[config.mk]
export PLATFORM = sky130hd
export DESIGN_NAME = cpu7_excp_ctl
export DESIGN_NICKNAME = d
export VERILOG_FILES = /design/src/rtl/cpu7_excp_ctl.sv
export SDC_FILE = /design/constraint.sdc
export NUM_CORES = 1
export LEC_CHECK = 0
export CORE_MARGIN = 2
export CORE_UTILIZATION = 23
export CTS_CLUSTER_DIAMETER = 40
export DETAILED_ROUTE_END_ITERATION = 7
export HOLD_SLACK_MARGIN = 0.05
export SETUP_SLACK_MARGIN = 0.5
export SLEW_MARGIN = 10
export SYNTH_ARGS = -nofsm -noshare
export SYNTH_HDL_FRONTEND = slang
export SYNTH_SLANG_ARGS = --single-unit
[constraint.sdc]
create_clock -name clk -period 3.7 [get_ports clk]
set_input_delay 1.11 -clock clk [delete_from_list [all_inputs] [get_ports clk]]
set_output_delay 1.11 -clock clk [all_outputs]
set_load 0.02 [all_outputs]
[src/rtl/cpu7_excp_ctl.sv]
// cpu7_excp_ctl: exception/ertn arbiter and flush/redirect sequencer for the execute stage.
// Optional feature macro: CPU7_EXCP_INTR_EN enables the timer interrupt as top-priority source.
module cpu7_excp_ctl #(
  parameter int GRLEN   = 32,
  parameter int ECODE_W = 6
) (
  input  logic               clk,
  input  logic               rst,
  input  logic               valid_e,
  input  logic [GRLEN-1:0]   ifu_exu_pc_e,
  input  logic               ecl_csr_ale_e,
  input  logic               ecl_csr_illinst_e,
  input  logic               ecl_csr_ertn_e,
  input  logic               csr_ecl_timer_intr,
  input  logic [GRLEN-1:0]   csr_eentry,
  input  logic [GRLEN-1:0]   csr_era,
  output logic               exu_ifu_except,
  output logic               exu_ifu_ertn,
  output logic [ECODE_W-1:0] excp_ecode,
  output logic               ecl_flush,
  output logic               ifu_redirect_valid,
  output logic [GRLEN-1:0]   ifu_redirect_pc,
  input  logic               ifu_redirect_ready,
  output logic               excp_busy
);
  localparam logic [1:0] IDLE  = 2'd0;
  localparam logic [1:0] FLUSH = 2'd1;
  localparam logic [1:0] REDIR = 2'd2;
  logic [1:0]         state_q, state_d;
  logic [ECODE_W-1:0] ecode_q, ecode_d;
  logic [GRLEN-1:0]   target_q, target_d;
  logic               hold_q, hold_d;
  logic               intr, any_exc, take;
  logic               unused_pc;
  assign unused_pc = ^ifu_exu_pc_e;
`ifdef CPU7_EXCP_INTR_EN
  assign intr = csr_ecl_timer_intr;
`else
  logic unused_intr;
  assign unused_intr = csr_ecl_timer_intr;
  assign intr = 1'b0;
`endif
  // hold_q suppresses events for the first cycle out of reset
  always_comb begin
    take           = (state_q == IDLE) && valid_e && !rst && !hold_q;
    any_exc        = intr || ecl_csr_ale_e || ecl_csr_illinst_e;
    exu_ifu_except = take && any_exc;
    exu_ifu_ertn   = take && !any_exc && ecl_csr_ertn_e;
    hold_d         = 1'b0;
    ecode_d        = !exu_ifu_except ? ecode_q :
                     intr            ? ECODE_W'(6'h00) :
                     ecl_csr_ale_e   ? ECODE_W'(6'h09) : ECODE_W'(6'h0D);
    target_d       = exu_ifu_except ? csr_eentry :
                     exu_ifu_ertn   ? csr_era    : target_q;
    state_d        = (state_q == IDLE)  ? ((exu_ifu_except || exu_ifu_ertn) ? FLUSH : IDLE) :
                     (state_q == FLUSH) ? REDIR :
                     (state_q == REDIR) ? (ifu_redirect_ready ? IDLE : REDIR) : IDLE;
  end
  always_ff @(posedge clk) begin
    if (rst) begin
      state_q  <= IDLE;
      ecode_q  <= '0;
      target_q <= '0;
      hold_q   <= 1'b1;
    end else begin
      state_q  <= state_d;
      ecode_q  <= ecode_d;
      target_q <= target_d;
      hold_q   <= hold_d;
    end
  end
  assign excp_ecode         = ecode_q;
  assign ecl_flush          = (state_q == FLUSH);
  assign ifu_redirect_valid = (state_q == REDIR);
  assign ifu_redirect_pc    = target_q;
  assign excp_busy          = (state_q != IDLE);
endmodule

# Word level (Yosys, flattened, before mapping)
# Cells that the tools add are included.
[word_totals] reg_bits=41 in_bits=104 out_inout_bits=43 elab_cells=29
[classes] eq_ne=2 n_mux=9 reduce_logical=14
[op_table] op="$mux W32" count=2
[op_table] op="$mux W2" count=4
[op_table] op="$logic_and A1 B1 Y1" count=6
[op_table] op="$reduce_bool A2 Y1" count=2
[op_table] op="$logic_not A1 Y1" count=3
[op_table] op="$mux W3" count=1
[op_table] op="$eq A2 B1 Y1 const B" count=1
[op_table] op="$eq A2 B2 Y1 const B" count=1
[op_table] op="$logic_not A2 Y1" count=1
[op_table] op="$logic_or A1 B1 Y1" count=2
[op_table] op="$mux W1" count=2

# Depth between registers and ports, before layout
[logic_depth] ltp_word=9 mapped_depth=6 mapped_depth_nobuf=3

# Worst setup path after synthesis
# Ideal clock, no wire load.
[synth_timing] path_type="input to output" startpoint="input rst" endpoint="output exu_ifu_ertn" arrival_time_ps=2237 required_time_ps=2590 slack_ps=353 stages=6 n_path_buf=3 cell_sequence="buf_6 > nor4_4 > and2_4 > buf_8 > buf_12 > and3_1"
[synth_between] elab_chain_cells=5
[synth_rtl] element="start, declared" line_no="8" rtl="input logic rst,"
[synth_rtl] element="$logic_not A1 Y1" line_no="45" rtl="take = (state_q == IDLE) && valid_e && !rst && !hold_q;"
[synth_rtl] element="$logic_and A1 B1 Y1 (2 in series)" line_no="45"
[synth_rtl] element="$logic_and A1 B1 Y1 (2 in series)" line_no="48" rtl="exu_ifu_ertn = take && !any_exc && ecl_csr_ertn_e;"
[synth_rtl] element="end, declared" line_no="18" rtl="output logic exu_ifu_ertn,"
# No other way between the ends.

# Worst setup path after layout
[layout_timing] startpoint="input valid_e" endpoint="output exu_ifu_except"
[layout_between] elab_chain_cells=4
[layout_rtl] element="start, declared" line_no="9" rtl="input logic valid_e,"
[layout_rtl] element="$logic_and A1 B1 Y1 (3 in series)" line_no="45"
[layout_rtl] element="$logic_and A1 B1 Y1" line_no="47" rtl="exu_ifu_except = take && any_exc;"
[layout_rtl] element="end, declared" line_no="17" rtl="output logic exu_ifu_except,"
# No other way between the ends.

==> reports/results.ini <==
[run_status]
status=completed

[synthesis]
yosys_warnings=0
syn_area_um2=2131
synth.most_common_cell=dfxtp_1
synth_top_area_share=0.3476
yosys-top-cells-area=dfxtp_1 (35%), a221oi_2 (20%), or4b_1 (14%)
yosysUniqueCellTypes=25
synth_common_cells=dfxtp_1 (37), inv_1 (35), o21ai_0 (32)
yosys_most_used_dff=dfxtp_1
ys_seq_area_frac=0.3476
synth_edf_count=0
async_flop_share=0
synth_top_area_cell=dfxtp_1
synthCells=211
syn_avg_cell_area_um2=10.10
ys_ff_latch=37

[clocking]
worst_skew_pair.late_latency_ns=0.29
cts_tree=built
cts_buffers=5
cts_sinks=37
hold_buffers=0
htreeDepth=2
cts-root-buf=clkbuf_8
clock_path_buffers=2
clk_pin_slew_ns=0.07

[job]
maxCapViolCount=0

[timing]
finalCritPeriodShare=0.8534
slew_violations=0
maxSlewHeadroom=0.5732
fin_skew_ns=0.005833
period_minus_slack_ns=3.158
hold_slack_ns=0.4601
finalWorstSetupSlack_ns=0.5424
setup_tns_ns=0
setup_viol=0
worst_pin_slew_ns=0.6402
fmax_mhz=316.7
hold_violations=0
rsz0062_at_grt=no

[drt]
met2_length_um=3170
drtIter0Drc=41
wire_per_inst_um=15.57
dr.pass1.iters=3
dr_wl_met3_um=531
met1_length_um=2831
drc=0
vias=1975
routed_wl_um=6602
topRoutingLayerUsed=met4
viasPerCell=4.658
ant_nets=0

[layout]
areaGrowthSynthToFinish_pct=57.25
n_fill_cell=923
fin_nets=417
num_antenna_cells=0
utilization=0.3679
final_layout_size_suffix_gt1_frac=0.1853

[critical_path]
crit_chain=clkdlybuf4s50_1 > buf_4 > and3b_1 > buf_4
crit_path_top_delay_cell=clkdlybuf4s50_1
crit_path_start_kind=input pin
arrival_ns=2.05
path_buf_inv=3
path_class=in2out
crit_path_end_kind=output pin
critPathRequiredTime_ns=2.59
slowest_delay_ns=0.47
cp_max_fo=3
crit_top_cell=buf_4
critical_path.top_delay_family=buffers and inverters

[grt]
grt_pass1_wl_um=10350
grt_pass1_vias=2022
overflow=0
grt_max_degree=37
antenna_found_initial=0
grt_usage=0.1317

[floorplan]
io_pins=147
dieArea_um2=10050
die_h_um=100.3
start_util=0.2339
rows=35
die-width_um=100.3
floorplan.core_area_um2=9109

[power_and_ir_drop]
p_seq_frac=0.437
powerDensity_nw_per_um2=293.7
pwr-share-comb=0.269
p_switching_uw=273.7
p_leak_nw=1.099
power_uw=984.1
p_sw_frac=0.2781
p_int_uw=710.4
clockPowerShare=0.294
ir_worst_vdd_v=0.0001072

[place]
place.gp.congestion=0.6998
dp_slack_ns=-0.006140
hpwlAfterDp_um=4478
io_buffers=110

[hold_path]
hp-class=reg2reg

tightest hold or removal path: cells and delay by family, from the launching register on:
kind / cells / cell delay, ns
flip-flops: 1 / 0.31
buffers and inverters: 1 / 0.06
AO/OA/AOI/OAI: 1 / 0.05
power groups by stage:
| stage | logic, mW | clock network (mW) | registers, mW |
|---|---|---|---|
| final | 0.265 | 0.290 | 0.430 |
| after global routing | 0.286 | 0.323 | 0.433 |
| after CTS | 0.268 | 0.306 | 0.430 |
| after detailed placement | 0.267 | 0 | 0.439 |
| after global placement | 0.265 | 0 | 0.439 |
| after floorplan | 0.111 | 0 | 0.462 |
worst paths after layout:
check | start | to | slack, ns | depth (start not counted)
worst min register to register | ifu_redirect_pc[15]$_SDFFE_PP0P_ | ifu_redirect_pc[15]$_SDFFE_PP0P_ | 0.46 | 2
worst max register to register | state_q[1]$_SDFF_PP0_ | ifu_redirect_pc[6]$_SDFFE_PP0P_ | 1.83 | 4
worst max-delay path | valid_e | exu_ifu_except | 0.54 | 4
worst min-delay path | ifu_redirect_pc[15]$_SDFFE_PP0P_ | ifu_redirect_pc[15]$_SDFFE_PP0P_ | 0.46 | 2
layout by cell type (no fill, tap or decap), types with 2 or more instances in the layout:
cell type          n
buf_4             12
or4b_1            29
dfxtp_1           37
conb_1             3
or4b_2             3
nor2b_1            2
clkbuf_8           6
inv_1             35
clkdlybuf4s50_1  105
o21ai_0           32
dlygate4sd2_1      2
a221oi_1           4
a221oi_2          29
cells by family after synthesis:
kind of cell,after synthesis,synth area share
AO/OA/AOI/OAI,67,0.3030
buffers and inverters,62,0.1503
flip-flops,37,0.3476
other,1,0.001760
AND/OR/NAND/NOR,44,0.1973
per-stage QoR:
stage          cells  area (um2)
6_report         424        3351
2_1_floorplan    213        2143
3_3_place_gp     416        3259
3_5_place_dp     416        3259
5_1_grt          424        3351
4_1_cts          424        3348
what timing repair did:
action / 4_1_cts / 5_1_grt
pin swaps: 1 / 0
endpoints found under the setup margin: 2 / 1
resized for setup: 12 / 2
setup buffers: 1 / 0
metal layers:
| metal | vias to the layer above | GRT usage |
|---|---|---|
| li1 | 994 | - |
| met1 | 908 | 0.1494 |
| met2 | 67 | 0.2349 |
| met3 | 6 | 0.04526 |
| met4 | 0 | 0.03477 |
| met5 | - | 0 |
registers in the layout, summed over array words and instances (netlist names):
signal / count
excp_ecode: 2
hold_q: 1
ifu_redirect_pc: 32
state_q: 2
cell type report:
cell class                 count  area [um2]  share of cell area
inverter                      35       131.4             0.03921
timing repair buffer         120        1164              0.3473
clock buffer                   7       86.33             0.02577
sequential                    37       740.7              0.2211
multi-input combinational    114        1090              0.3252
tap                          111       138.9             0.04145
No activity file was read; power rests on OpenSTA's default activity.
